$ cat config.mk
export PLATFORM = sky130hd
export DESIGN_NAME = line_cache_sched
export DESIGN_NICKNAME = d
export VERILOG_FILES = /design/src/rtl/line_cache_sched.sv
export SDC_FILE = /design/constraint.sdc
export NUM_CORES = 1
export LEC_CHECK = 0
export ABC_AREA = 0
export CORE_MARGIN = 1.5
export CORE_UTILIZATION = 40
export DETAILED_ROUTE_END_ITERATION = 8
export PLACE_DENSITY = 0.74
export SYNTH_ARGS = -nofsm -noshare
export SYNTH_HDL_FRONTEND = slang
export SYNTH_SLANG_ARGS = --single-unit
export TNS_END_PERCENT = 50
$ cat constraint.sdc
create_clock -name pxlClk -period 5.7 [get_ports pxlClk]
set_input_delay 0.855 -clock pxlClk [delete_from_list [all_inputs] [get_ports pxlClk]]
set_output_delay 0.855 -clock pxlClk [all_outputs]
set_load 0.01 [all_outputs]
$ cat src/rtl/line_cache_sched.sv
// Four-slot line cache scheduler: tracks capture write slot and prev/cur/next read slots for the 3x3 window.
// Optional stall statistics counter is built when LINECACHE_STATS_EN is defined.
module line_cache_sched #(
    parameter int LINES     = 160,
    parameter int SLOT_BITS = 2
) (
    input  logic                 pxlClk,
    input  logic                 rst,
    input  logic                 newFrameIn,
    input  logic                 wrLineDone,
    input  logic                 nextLine,
    input  logic                 cacheUpdate,
    output logic [SLOT_BITS-1:0] wrSlot,
    output logic [SLOT_BITS-1:0] prevSlot,
    output logic [SLOT_BITS-1:0] curSlot,
    output logic [SLOT_BITS-1:0] nextSlot,
    output logic                 sameLine,
    output logic                 windowValid,
    output logic                 overflow,
    output logic [15:0]          stallCnt
);

    typedef enum logic [1:0] {S_IDLE, S_PRIME, S_RUN} state_t;

    localparam logic [7:0] LAST_LINE = 8'(LINES - 1);
    localparam logic [7:0] PENULT    = 8'(LINES - 2);

    state_t               state_q, state_d;
    logic                 frame_q;
    logic                 fill_q, fill_d;
    logic [SLOT_BITS-1:0] wr_ptr_q, wr_ptr_d;
    logic [SLOT_BITS-1:0] rd_ptr_q, rd_ptr_d;
    logic [1:0]           avail_q, avail_d;
    logic [7:0]           line_idx_q, line_idx_d;
    logic                 overflow_q, overflow_d;
    logic [SLOT_BITS-1:0] prev_q, cur_q, next_q;

    logic                 frame_rise;
    logic                 run_stall;
    logic                 accept;
    logic                 wr_ok;
    logic                 wr_ovf;
    logic [SLOT_BITS-1:0] prev_calc, next_calc;

    assign frame_rise = newFrameIn & ~frame_q;

    // avail==0 also stalls so the last-but-one line can never be accepted without its successor.
    assign run_stall = (line_idx_q == LAST_LINE) || (avail_q == 2'd0) ||
                       ((avail_q != 2'd2) && (line_idx_q < PENULT));

    assign accept = (state_q == S_RUN) && nextLine && !sameLine;
    // A same-cycle accepted read frees the prev slot, so the write may advance.
    assign wr_ok  = (state_q == S_RUN) && wrLineDone && ((avail_q != 2'd2) || accept);
    assign wr_ovf = (state_q == S_RUN) && wrLineDone && (avail_q == 2'd2) && !accept;

    assign prev_calc = (line_idx_q == 8'd0)   ? rd_ptr_q : rd_ptr_q - 1'b1;
    assign next_calc = (line_idx_q == LAST_LINE) ? rd_ptr_q : rd_ptr_q + 1'b1;

    always_ff @(posedge pxlClk or posedge rst) begin
        if (rst) state_q <= S_IDLE;
        else     state_q <= state_d;
    end

    always_comb begin
        state_d = state_q;
        if (frame_rise) begin
            state_d = S_PRIME;
        end else if (state_q == S_PRIME && wrLineDone && fill_q) begin
            state_d = S_RUN;
        end
    end

    always_comb begin
        windowValid = (state_q == S_RUN);
        sameLine    = (state_q == S_RUN) ? run_stall : 1'b1;
    end

    always_comb begin
        fill_d     = fill_q;
        wr_ptr_d   = wr_ptr_q;
        rd_ptr_d   = rd_ptr_q;
        avail_d    = avail_q;
        line_idx_d = line_idx_q;
        overflow_d = overflow_q | wr_ovf;
        if (frame_rise) begin
            fill_d     = 1'b0;
            wr_ptr_d   = '0;
            rd_ptr_d   = '0;
            avail_d    = 2'd0;
            line_idx_d = 8'd0;
        end else if (state_q == S_PRIME) begin
            if (wrLineDone) begin
                wr_ptr_d = wr_ptr_q + 1'b1;
                fill_d   = 1'b1;
                if (fill_q) begin
                    rd_ptr_d = '0;
                    avail_d  = 2'd1;
                end
            end
        end else if (state_q == S_RUN) begin
            if (wr_ok)  wr_ptr_d = wr_ptr_q + 1'b1;
            if (accept) begin
                rd_ptr_d   = rd_ptr_q + 1'b1;
                line_idx_d = line_idx_q + 8'd1;
            end
            case ({wr_ok, accept})
                2'b10:   avail_d = avail_q + 2'd1;
                2'b01:   avail_d = avail_q - 2'd1;
                default: avail_d = avail_q;
            endcase
        end
    end

    always_ff @(posedge pxlClk or posedge rst) begin
        if (rst) begin
            frame_q    <= 1'b0;
            fill_q     <= 1'b0;
            wr_ptr_q   <= '0;
            rd_ptr_q   <= '0;
            avail_q    <= 2'd0;
            line_idx_q <= 8'd0;
            overflow_q <= 1'b0;
        end else begin
            frame_q    <= newFrameIn;
            fill_q     <= fill_d;
            wr_ptr_q   <= wr_ptr_d;
            rd_ptr_q   <= rd_ptr_d;
            avail_q    <= avail_d;
            line_idx_q <= line_idx_d;
            overflow_q <= overflow_d;
        end
    end

    // Published selects only move on cacheUpdate so the window is stable during active video.
    always_ff @(posedge pxlClk or posedge rst) begin
        if (rst) begin
            prev_q <= '0;
            cur_q  <= '0;
            next_q <= '0;
        end else if (cacheUpdate) begin
            prev_q <= prev_calc;
            cur_q  <= rd_ptr_q;
            next_q <= next_calc;
        end
    end

    assign wrSlot   = wr_ptr_q;
    assign prevSlot = prev_q;
    assign curSlot  = cur_q;
    assign nextSlot = next_q;
    assign overflow = overflow_q;

`ifdef LINECACHE_STATS_EN
    logic [15:0] stall_cnt_q, stall_cnt_d;

    always_comb begin
        stall_cnt_d = stall_cnt_q;
        if (frame_rise) begin
            stall_cnt_d = 16'd0;
        end else if (nextLine && sameLine && stall_cnt_q != 16'hFFFF) begin
            stall_cnt_d = stall_cnt_q + 16'd1;
        end
    end

    always_ff @(posedge pxlClk or posedge rst) begin
        if (rst) stall_cnt_q <= 16'd0;
        else     stall_cnt_q <= stall_cnt_d;
    end

    assign stallCnt = stall_cnt_q;
`else
    assign stallCnt = 16'd0;
`endif

endmodule

* Word-level counts from Yosys, hierarchy flattened *
Index checks and enable logic that the tools add are counted.

operators by class
  magnitude comparators = 1
  eq/ne operators = 10
  reduce and logical (&&, ||, !) cells = 30
  add/sub/neg operators = 6
  muxes and demuxes = 29
  bitwise logic cells = 3

operators with widths
  kind                                                                count
  2-bit 2-to-1 mux                                                    20
  8-bit 2-to-1 mux                                                    4
  2-bit nonzero test                                                  5
  1-bit logical AND                                                   9
  3-bit nonzero test                                                  3
  8-bit by 1-bit adder with 8-bit output, second input constant       1
  8-bit == test, second input constant                                1
  8-bit logical NOT                                                   1
  8-bit < comparator, second input constant                           1
  4-bit AND reduction                                                 2
  2-bit by 1-bit adder with 2-bit output, second input constant       3
  2-bit == test, second input constant                                3
  3-bit inequality test, second input constant                        2
  3-bit AND reduction                                                 2
  2-bit by 1-bit == test with 1-bit output, second input constant     2
  1-bit 2-to-1 mux                                                    4
  2-bit inequality test, second input constant                        2
  2-bit case mux with 2 select lines                                  1
  4-bit nonzero test                                                  1
  2-bit by 1-bit subtractor with 2-bit output, second input constant  2
  1-bit logical OR                                                    3
  1-bit logical NOT                                                   2
  2-bit logical NOT                                                   1
  2-bit AND reduction                                                 1
  other kinds (3)                                                     3

storage, ports and cells
  output and inout bits = 27
  input bits = 6
  logic and storage cells = 90
  register bits after elaboration = 25

* Longest topological paths before layout *
Gate-level depths: netlist (run 1).

  depth in word-level cells = 13
  gate-level depth with buffers = 11
  depth with buffers taken out = 11

* Least setup slack after synthesis (run 1) *
OpenSTA, ideal clock, no wires.

  kind = flip-flop to flip-flop
  from = register line_idx_q[7]
  to = register avail_q[1]
  period minus slack after synthesis = 2.448 ns
  data required time = 5.568 ns
  buffers on the path = 1
  library setup time = 0.132 ns
  path slack = 3.252 ns
  arrival time = 2.316 ns
  stages on the path, launching flop included = 11
  cells stage by stage = dfrtp_1 > and4_1 > a211o_1 > nand3_4 > buf_2 > inv_1 > ha_1 > nor2_1 > mux2_2 > a22oi_1 > nor2_1

between the ends
  longest elaborated chain between the ends = 13
  elaborated cells between the ends (all ways) = 18
  those cells by class = 1 x order compare; 3 x eq/ne; 5 x mux; 9 x reduce/logical

ends and longest elaborated chain
  item                                                                       line    RTL
  from (decl)                                                                34      logic [7:0] line_idx_q, line_idx_d;
  from (signal assigned)                                                     129     line_idx_q <= line_idx_d;
  8-bit < comparator or 8-bit == test (tied branches)                        49, 48
  1-bit logical AND or 1-bit logical OR (tied branches)                      49, 48
  1-bit logical OR (*)                                                       48      assign run_stall = (line_idx_q == LAST_LINE) || (avail_q == 2'd0) ||
  1-bit 2-to-1 mux (*)                                                       75      sameLine = (state_q == S_RUN) ? run_stall : 1'b1;
  1-bit logical NOT (*)                                                      51      assign accept = (state_q == S_RUN) && nextLine && !sameLine;
  1-bit logical AND (*)                                                      51
  1-bit logical OR                                                           53      assign wr_ok = (state_q == S_RUN) && wrLineDone && ((avail_q != 2'd2) || accept);
  1-bit logical AND                                                          53
  2-bit by 1-bit == test with 1-bit output or 2-bit == test (tied branches)  106     case ({wr_ok, accept})
  2-bit case mux with 2 select lines                                         106
  2-bit 2-to-1 mux                                                           100     end else if (state_q == S_RUN) begin
  2-bit 2-to-1 mux                                                           91      end else if (state_q == S_PRIME) begin
  2-bit 2-to-1 mux                                                           85      if (frame_rise) begin
  to (signal assigned)                                                       128     avail_q <= avail_d;
  to (decl)                                                                  33      logic [1:0] avail_q, avail_d;

Every way passes the cells marked *; elsewhere a longest branch is shown, timed or not. The select of a mux whose other input is x is not followed.
A chain may end at the register's enable or synchronous reset.

* Worst setup path after layout (run 1) *
  from = register line_idx_q[4]
  to = output sameLine

between the ends
  longest elaborated chain between the ends = 4
  elaborated cells between the ends (all ways) = 6
  those cells by class = 1 x order compare; 1 x eq/ne; 1 x mux; 3 x reduce/logical

ends and longest elaborated chain
  item                                                   line    RTL
  8-bit < comparator or 8-bit == test (tied branches)    49, 48
  1-bit logical AND or 1-bit logical OR (tied branches)  49, 48
  1-bit logical OR (*)                                   48
  1-bit 2-to-1 mux (*)                                   75
  to (decl)                                              17      output logic sameLine,

Every way passes the cells marked *; elsewhere a longest branch is shown, timed or not.

==> results of run 1 <==
==> cell usage after synthesis (all sizes together) <==
master	number	area [µm²]
nand2b	3	21.3
nand2	15	56.3
conb	1	3.75
nor3	1	5.00
or4	4	30.0
a311oi	1	26.3
a211oi	1	7.51
o211ai	1	7.51
clkbuf	4	15.0
ha	3	37.5
buf	17	125
xnor2	4	35.0
nand3	4	32.5
o31ai	4	30.0
or3	1	6.26
a31oi	1	6.26
a211o	1	8.76
and2	1	6.26
a31o	2	17.5
inv	8	30.0
a32o	1	10.0
o21ai	3	15.0
mux2	6	67.6
o2111ai	1	8.76
and4	1	8.76
a21oi	11	55.1
o21a	1	7.51
nand4	2	12.5
nand4b	2	17.5
mux2i	2	20.0
a22oi	1	7.51
xor2	4	35.0
nor2b	3	18.8
nor2	13	48.8
o41ai	1	8.76
dfrtp	25	626
==> stage by stage <==
step / setup slack (ns) / cell area (µm²) / hold slack, ns / util [%] / cells
finish: 2.90 / 1660 / 0.494 / 48.1 / 214
floorplan: 3.25 / 1530 / 0.463 / - / 169
CTS: 2.89 / 1660 / 0.506 / 48.1 / 214
global placement: 2.89 / 1610 / 0.458 / 46.7 / 210
global route: 2.82 / 1660 / 0.523 / 48.1 / 214
detailed placement: 2.77 / 1610 / 0.487 / 46.7 / 210
==> critical path, stage by stage (launching register included) <==
cell             delay, ns
dfrtp_1               0.44
and4_1                0.26
a211o_1               0.37
nand2_1               0.08
clkdlybuf4s50_1       0.53
==> registers in the layout (all words and copies together) (netlist names) <==
| name | flops |
|---|---|
| avail_q | 2 |
| curSlot | 2 |
| fill_q | 1 |
| frame_q | 1 |
| line_idx_q | 8 |
| nextSlot | 2 |
| overflow | 1 |
| prevSlot | 2 |
| rd_ptr_q | 2 |
| state_q | 2 |
| wrSlot | 2 |
==> cell families (layout without fill, tap and decap cells) <==
kind of cell             after synthesis  count (layout)  share of synthesized area, %
flip-flops                            25              25                          42.4
buffers and inverters                 29              28                          11.5
AO/OA/AOI/OAI                         30              30                          14.7
multiplexers                           8               8                          5.94
AND/OR/NAND/NOR                       50              50                          17.9
XOR/XNOR                               8               8                          4.75
adder cells (fa/ha/maj)                3               3                          2.54
other                                  1              16                         0.254
==> power groups by stage <==
stage	Combinational (W)	Clock [W]	Sequential [W]
finish	0.000122	0.000104	0.000225
global route	0.000135	0.000115	0.000229
CTS	0.000122	0.000108	0.000224
detailed placement	0.000121	0	0.000228
global placement	0.000118	0	0.000226
floorplan	0.0000904	0	0.000224
==> routing by layer <==
layer,up-vias,track usage (%),wire length [µm]
li1,538,-,-
met1,533,21.5,1300
met2,42,23.8,1310
met3,4,1.23,133
met4,0,6.52,53
met5,-,0,0
==> path summary, 6_finish.rpt <==
check / from / end / slack, ns / cells past startpoint
worst min register to register: overflow$_DFF_PP0_ / overflow$_DFF_PP0_ / 0.49 / 1
min in group asynchronous: rst / curSlot[1]$_DFFE_PP0P_ / 1.08 / 2
worst max register to register: line_idx_q[1]$_DFFE_PP0P_ / avail_q[1]$_DFFE_PP0P_ / 3.11 / 9
max in group asynchronous: rst / line_idx_q[3]$_DFFE_PP0P_ / 4.05 / 2
worst max-delay path: line_idx_q[4]$_DFFE_PP0P_ / sameLine / 2.90 / 4
worst min-delay path: overflow$_DFF_PP0_ / overflow$_DFF_PP0_ / 0.49 / 1
==> layout make-up <==
class	instances	area, µm²	share of cell area (%)
Inverter	8	30.0	1.81
Multi-Input combinational cell	115	736	44.4
Tap cell	46	57.6	3.48
Sequential cell	25	626	37.8
Clock inverter	1	5.00	0.302
Clock buffer	3	41.3	2.49
Timing Repair Buffer	16	160	9.67
==> results.md, run 1 <==
* Outcome: complete, no violations
* First-pass GRT wire length at 4.86 mm
* Switching pwr at 0.000148 W
* CTS Buf Count at 3
* Post-DP HPWL at 2.10 mm
* Die height at approximately 64 µm
* Maximum fanout along the worst path at 5
* Post-layout nets at 178
* Via-to-Cell Ratio at roughly 5.2
* WS Path Type: reg2out
* Gr ovfl total at 0
* Routed WL per cell at 13.1 µm
* Clk slew on worst S/H paths at 0.08 ns
* Period minus WS final at about 2.8 ns
* Register bit total from synthesis at 25
* Fill cells at about 340
* Clock tree sinks at 25
* Initial antenna violation count at 0
* Slew @ Worst Pin at 1.09 ns
* Max Root-Sink Buffers at 2
* Rows at 21
* Avg Cell Area, Syn at 9.58 µm²
* F_max at 357 MHz
* Max IR drop VDD at 151 µV
* Core area at 3440 µm²
* Setup TNS at 0 ns
* Synthesized cell area at 1480 µm²
* Comb pwr share at 27.0%
* Drt pass-1 iters at 4
* Via count at around 1100
* Total power at 0.000451 W
* Sequential share of the synthesized area at 42.4%
* RSZ-0062 raised after global routing: no
* Final worst-path cycle share at about 49%
* Hold Crit Class: reg2reg
* Layout area overhead at 12.2%
* Root Driver: clkbuf_8
* Most frequent cells in the layout: dfrtp_1 (25), conb_1 (16), clkdlybuf4s50_1 (16)
* H-tree depth at 1
* Distinct cells, synth at 39
* Internal Power at 0.000303 W
* Vias in the first global route at between 1000 and 1500
* Die span in x at between 60 and 70 µm
* I/O Pins at 33
* CTS tree: yes
* Max_slew headroom at 27.3%
* Crit start category: flip-flop
* Hold buffers post-CTS at 0
* Clock power frac at 23.2%
* Die area at 4060 µm²
* Post-CTS setup buffer count at 0
* Cell Pwr Density at 272 nW/µm²
* Synth Instances at 154
* DRT iter0 DRCs at 88
* CP Data Required Time at around 4.9 ns
* WP data arrival at 1.95 ns
* Initial Util at between 40% and 50%
* Final hold violations at 0
* Buffers on Ports at 16
* Worst Skew at 0.00428 ns
* Post-CTS sizing at 0
* Detail Route Antenna Nets at 0
* Leakage power at 0.737 nW
* Ant. Diodes at 0
* Flop pwr share at 49.8%
* Post-route DRC at 0
* Share of cells above drive strength 1 at between 8 and 9%
* Most common cell after layout, fill and taps aside: dfrtp_1
* Clk_lat worst skew at about 0.27 ns
* Largest net degree at the start of global routing at 26
* Crit end category: output pin
* Gpl congestion at 0.907
* Sw frac at 32.8%
* Pins Over Slew Limit at 0
* Synthesis Warnings at 0
* # setup viols final at 0
* MaxCap Viol Count at 0
* Drt total wl at 2.80 mm
* Total GRT Usage at 15.2%
No activity file was read; power rests on OpenSTA's default activity.
==> inputs of run 2 (changes only) <==
- clock period: 5.7 -> 2.8 ns (I/O delays scaled with it)
==> run 2 against run 1 <==
Clock power rose by 110%. Via count rose by 1.4%. Design area rose by 1.5%. Routed wire length rose by 4.0%. Combinational power rose by 110%. Highest routed layer unchanged. Register-to-register slack got worse by 2.8 ns. Clock-buffer cell count did not move. Largest power group unchanged.
==> results.md, run 2 (synthesis gave the netlist of run 1 again) <==
* Ant. Diodes at 0
* Clock tree sinks at 25
* Setup WS post-layout at 0.343 ns
* Routed WL per cell at around 13 µm
* Switching pwr at 0.000320 W
* Outcome: complete, no violations
* First-pass GRT wire length at a little under 5 mm
* Max_slew headroom at 60.0%
* Total power at 0.000940 W
* Clk_lat worst skew at 0.28 ns
* WP data arrival at 2.61 ns
* Hold buffers post-CTS at 0
* Clock power frac at 23.5%
* Dpl ws at between 0.3 and 0.4 ns
* DRT iter0 DRCs at approximately 120
* Period minus WS final at ~2.5 ns
* Flop pwr share at 49.1%
* Comb pwr share at 27.3%
* Final Non-Filler Cells at 217
* Post-DP Area at 1630 µm²
* Max IR drop VDD at 394 µV
* Via-to-Cell Ratio at between 5 and 6
* RSZ-0062 raised after global routing: no
* Die span in x at 63.7 µm
* Post-CTS setup buffer count at 0
* Clk slew on worst S/H paths at 0.10 ns
* Crit start category: flip-flop
* CP max stage delay at 0.48 ns
* Initial Util at 42.9%
* Worst Skew at 0.0164 ns
* Gr ovfl total at 0
* Leakage power at 0.747 nW
* Post-route DRC at 0
* Buffers on Ports at 16
* Crit-path cells: ha_1 > nand3_1 > nand2_1 > nand2_1 > nand2_1 > ha_1 > nor2_1 > mux2_2 > a22oi_1 > nor2_1
* Post-CTS sizing at 0
* Drt pass-1 iters at 4
* Root Driver: clkbuf_8
* Rows at 21
* Fill cells at 327
* Most common cell after layout, fill and taps aside: dfrtp_1
* Max Root-Sink Buffers at 2
* I/O Pins at 33
* Pins Over Slew Limit at 0
* Sw frac at 34.1%
* Initial antenna violation count at 0
* Final instance area at around 1700 µm²
* F_max at a little over 400 MHz
* CTS tree: yes
* Maximum fanout along the worst path at 7
* Max reg flops at 8
* Die height at 63.7 µm
* Internal Power at 0.000619 W
* Crit end category: flip-flop
* Vias in the first global route at 1043
* WS Path Type: reg2reg
* Detail Route Antenna Nets at 0
* Final worst-path cycle share at just under 90%
* Cell Pwr Density at 559 nW/µm²
* Die area at 4060 µm²
* # setup viols final at 0
* Core area at approximately 3400 µm²
* Slew @ Worst Pin at 0.599 ns
* Cells after DPL at 213
* Most frequent cells in the layout: dfrtp_1 (25), conb_1 (16), clkdlybuf4s50_1 (16)
* H-tree depth at 1
* Largest net degree at the start of global routing at 26
* Gpl congestion at slightly above 0.9
* Post-layout nets at between 150 and 200
* Via count at 1133
* MaxCap Viol Count at 0
* CP Data Required Time at 2.95 ns
* Layout area overhead at 13.9%
* Setup TNS at 0 ns
* Crit path max-delay cell type: dfrtp_1
* CTS Buf Count at 3
* Total GRT Usage at between 10% and 20%
* Reg with most FFs: line_idx_q
* Final hold violations at 0
* Crit path top cell by count: nand2_1
* Share of cells above drive strength 1 at a little over a tenth
* Hold Crit Class: in2async
* Post-DP HPWL at roughly 2.1 mm
* Drt total wl at 2.91 mm
==> run 2: area by class of cell <==
| type | count | area (µm²) | area share, % |
|---|---|---|---|
| Multi-Input combinational cell | 115 | 736 | 43.8 |
| Inverter | 8 | 30.0 | 1.79 |
| Sequential cell | 25 | 626 | 37.2 |
| Tap cell | 46 | 57.6 | 3.43 |
| Clock buffer | 3 | 41.3 | 2.46 |
| Clock inverter | 1 | 7.51 | 0.447 |
| Timing Repair Buffer | 19 | 183 | 10.9 |
==> run 2: worst paths after layout <==
path,slack [ns],startpoint,cells past startpoint,to
min in group pxlClk,0.49,overflow$_DFF_PP0_,1,overflow$_DFF_PP0_
worst max-delay path,0.34,line_idx_q[1]$_DFFE_PP0P_,10,avail_q[1]$_DFFE_PP0P_
worst min-delay path,0.49,rst,3,rd_ptr_q[1]$_DFFE_PP0P_
worst min register to register,0.49,overflow$_DFF_PP0_,1,overflow$_DFF_PP0_
worst max register to register,0.34,line_idx_q[1]$_DFFE_PP0P_,10,avail_q[1]$_DFFE_PP0P_
max in group asynchronous,2.05,rst,3,line_idx_q[4]$_DFFE_PP0P_
==> run 2: critical path: cells and delay by family, from the launching register on <==
family          cells  cell delay [ns]
mux                 1             0.36
simple gates        6             0.76
flops               1             0.48
compound gates      1             0.15
fa+ha+maj           2             0.60
==> run 2: power groups by stage <==
stage / combinational, W / sequential [W] / clock [W]
CTS: 0.000256 / 0.000460 / 0.000232
floorplan: 0.000184 / 0.000457 / 0
detailed placement: 0.000250 / 0.000465 / 0
global route: 0.000288 / 0.000471 / 0.000241
global placement: 0.000244 / 0.000461 / 0
finish: 0.000257 / 0.000462 / 0.000221
==> run 2: layer usage <==
metal  vias to the layer above  global-route usage (%)  wire (µm)
li1                        538                       -          -
met1                       538                    21.0       1280
met2                        51                    24.5       1410
met3                         6                    3.17        176
met4                         0                    3.26         45
met5                         -                       0          0
==> run 2: stage by stage <==
stage | utilization, % | hold WS (ns)
final | 48.8 | 0.485
after global routing | 48.8 | 0.511
after CTS | 48.8 | 0.501
after detailed placement | 47.4 | 0.477
after global placement | 47.4 | 0.472
after floorplan | - | 0.447
==> inputs of run 3 (changes only) <==
- CORE_UTILIZATION: 40 -> 50
- PLACE_DENSITY: 0.74 -> 0.87
==> run 3 against run 2 <==
Sequential share of layout area rose by 1.1 points. First-iteration DRC count fell by 55%. Clock power fell by 28%. Design area fell by 2.8%. Critical path depth fell by 1. Combinational power fell by 2%. Clock skew fell by 0.0094 ns. Clock-buffer cell count did not move. Largest power group unchanged. Highest routed layer unchanged.
==> results.md, run 3 (synthesis gave the netlist of run 1 again) <==
* Reg2reg path depth at 9
* Clk_lat worst skew at 0.32 ns
* Die height at between 50 and 60 µm
* CTS tree: yes
* CP max stage delay at 0.48 ns
* Period minus WS final at 2.49 ns
* Post-DP HPWL at 2.12 mm
* Worst r2r src: line_idx_q[1]$_DFFE_PP0P_
* Ant. Diodes at 0
* Gpl congestion at 0.883
* Most common cell after layout, fill and taps aside: dfrtp_1
* Setup TNS at 0 ns
* Flop pwr share at 52.5%
* Routed WL per cell at roughly 14 µm
* CTS Buf Count at 3
* WP data arrival at 2.72 ns
* R2R Setup Slk at approximately 0.31 ns
* Switching pwr at roughly 0.0003 W
* Post-layout nets at 180
* CP Data Required Time at 3.03 ns
* Detail Route Antenna Nets at 0
* Most frequent cells in the layout: dfrtp_1 (25), conb_1 (16), clkdlybuf4s50_1 (16)
* Worst Skew at 0.00705 ns
* Leakage power at ~0.74 nW
* Largest net degree at the start of global routing at 26
* Initial antenna violation count at 0
* Hold_sp: overflow$_DFF_PP0_
* F_max at 401 MHz
* Comb pwr share at 29.1%
* Crit end category: flip-flop
* Max_slew headroom at 39.0%
* End of the worst register-to-register path: avail_q[1]$_DFFE_PP0P_
* Post-CTS setup buffer count at 0
* First-pass GRT wire length at 4.72 mm
* Reg with most FFs: line_idx_q
* Drt pass-1 iters at 4
* Final Non-Filler Cells at 201
* Share of cells above drive strength 1 at 10.0%
* Maximum fanout along the worst path at 18
* Hold Path End: overflow$_DFF_PP0_
* Internal Power at 0.000572 W
* Final worst-path cycle share at 89.0%
* Clock tree sinks at 25
* Sw frac at 34.0%
* Crit start category: flip-flop
* Post-CTS sizing at 0
* Outcome: complete, no violations
* Initial Util at a little over half
* Clk slew on worst S/H paths at 0.13 ns
* Vias in the first global route at 1077
* # setup viols final at 0
* Cells after DPL at 197
* Hold buffers post-CTS at 0
* Total GRT Usage at 18.6%
* RSZ-0062 raised after global routing: no
* I/O Pins at 33
* Final instance area at 1630 µm²
* Max Root-Sink Buffers at 2
* Pins Over Slew Limit at 0
* Cell depth of the worst hold path at 1
* DRT iter0 DRCs at 55
* Final hold slack at 0.491 ns
* Post-route DRC at 0
* Core area at 2780 µm²
* Hold Crit Class: reg2reg
* Drt total wl at between 2 and 3 mm
* Via-to-Cell Ratio at approximately 5.5
* Slew @ Worst Pin at a little over 0.9 ns
* Cell Pwr Density at about 530 nW/µm²
* Final hold violations at 0
* Root Driver: clkbuf_4
* Buffers on Ports at 16
* Post-DP Area at 1610 µm²
* Rows at 19
* MaxCap Viol Count at 0
* WS Path Type: reg2reg
* Max reg flops at 8
* Via count at 1109
* Clock power frac at between 10% and 20%
* Crit path max-delay cell type: dfrtp_1
* Crit-path cells: ha_1 > a311oi_4 > nand3_4 > inv_1 > ha_1 > nor2_1 > mux2_2 > a22oi_1 > nor2_1
* H-tree depth at 1
* Top cell family by delay on the critical path: adder cells
* Gr ovfl total at 0
* Worst Path Buf+Inv at 1
* Fill cells at 259
* Layout area overhead at 10.7%
* Die area at 3290 µm²
* Max IR drop VDD at between 500 and 600 µV
* Die span in x at 57.3 µm
-- run 3: changes by cell type in the layout (fill, tap and decap cells not counted), sizes merged --
cell	before	now
clkinvlp	1	0
clkinv	0	1
buf	3	2
-- run 3: cell type report --
type / count / area, µm² / share of cell area [%]
Inverter: 8 / 30.0 / 1.84
Multi-Input combinational cell: 115 / 736 / 45.1
Sequential cell: 25 / 626 / 38.3
Timing Repair Buffer: 18 / 175 / 10.7
Clock inverter: 1 / 5.00 / 0.307
Tap cell: 31 / 38.8 / 2.38
Clock buffer: 3 / 22.5 / 1.38
-- run 3: power groups by stage --
stage,logic [W],registers [W],clock network [W]
floorplan,0.000184,0.000457,0
global placement,0.000239,0.000458,0
detailed placement,0.000251,0.000460,0
CTS,0.000252,0.000455,0.000171
global route,0.000278,0.000464,0.000190
finish,0.000252,0.000455,0.000159
-- run 3: worst reg2reg max path, stage by stage (launching register included) --
cell      delay, ns
dfrtp_1        0.48
ha_1           0.31
a311oi_4       0.32
nand3_4        0.23
inv_1          0.11
ha_1           0.26
nor2_1         0.17
mux2_2         0.35
a22oi_1        0.13
nor2_1         0.05
-- run 3: per-stage QoR --
step | worst slack, ns | power [W] | utilization (%)
global placement | 0.408 | 0.000697 | 57.7
floorplan | 0.352 | 0.000641 | -
CTS | 0.292 | 0.000878 | 58.7
detailed placement | 0.297 | 0.000711 | 57.7
global route | 0.112 | 0.000933 | 58.7
finish | 0.307 | 0.000867 | 58.7
-- run 3: worst max path at each step --
stage                                   endpoint  slack [ns]  cells after the start                 startpoint
after CTS                 avail_q[1]$_DFFE_PP0P_        0.29                      9  line_idx_q[1]$_DFFE_PP0P_
final                     avail_q[1]$_DFFE_PP0P_        0.31                      9  line_idx_q[1]$_DFFE_PP0P_
after global routing      avail_q[1]$_DFFE_PP0P_        0.11                      9  line_idx_q[1]$_DFFE_PP0P_
after floorplan           avail_q[1]$_DFFE_PP0P_        0.35                     10  line_idx_q[7]$_DFFE_PP0P_
after detailed placement  avail_q[1]$_DFFE_PP0P_        0.30                      9  line_idx_q[1]$_DFFE_PP0P_
after global placement    avail_q[1]$_DFFE_PP0P_        0.41                      9  line_idx_q[7]$_DFFE_PP0P_
-- run 3: metal layers --
metal  wire, µm  vias to the layer above  global-route usage, %
met2       1430                       40                   32.2
met1       1140                      528                   21.7
li1           -                      537                      -
met3        173                        4                   5.67
met4         25                        0                   7.31
met5          0                        -                      0
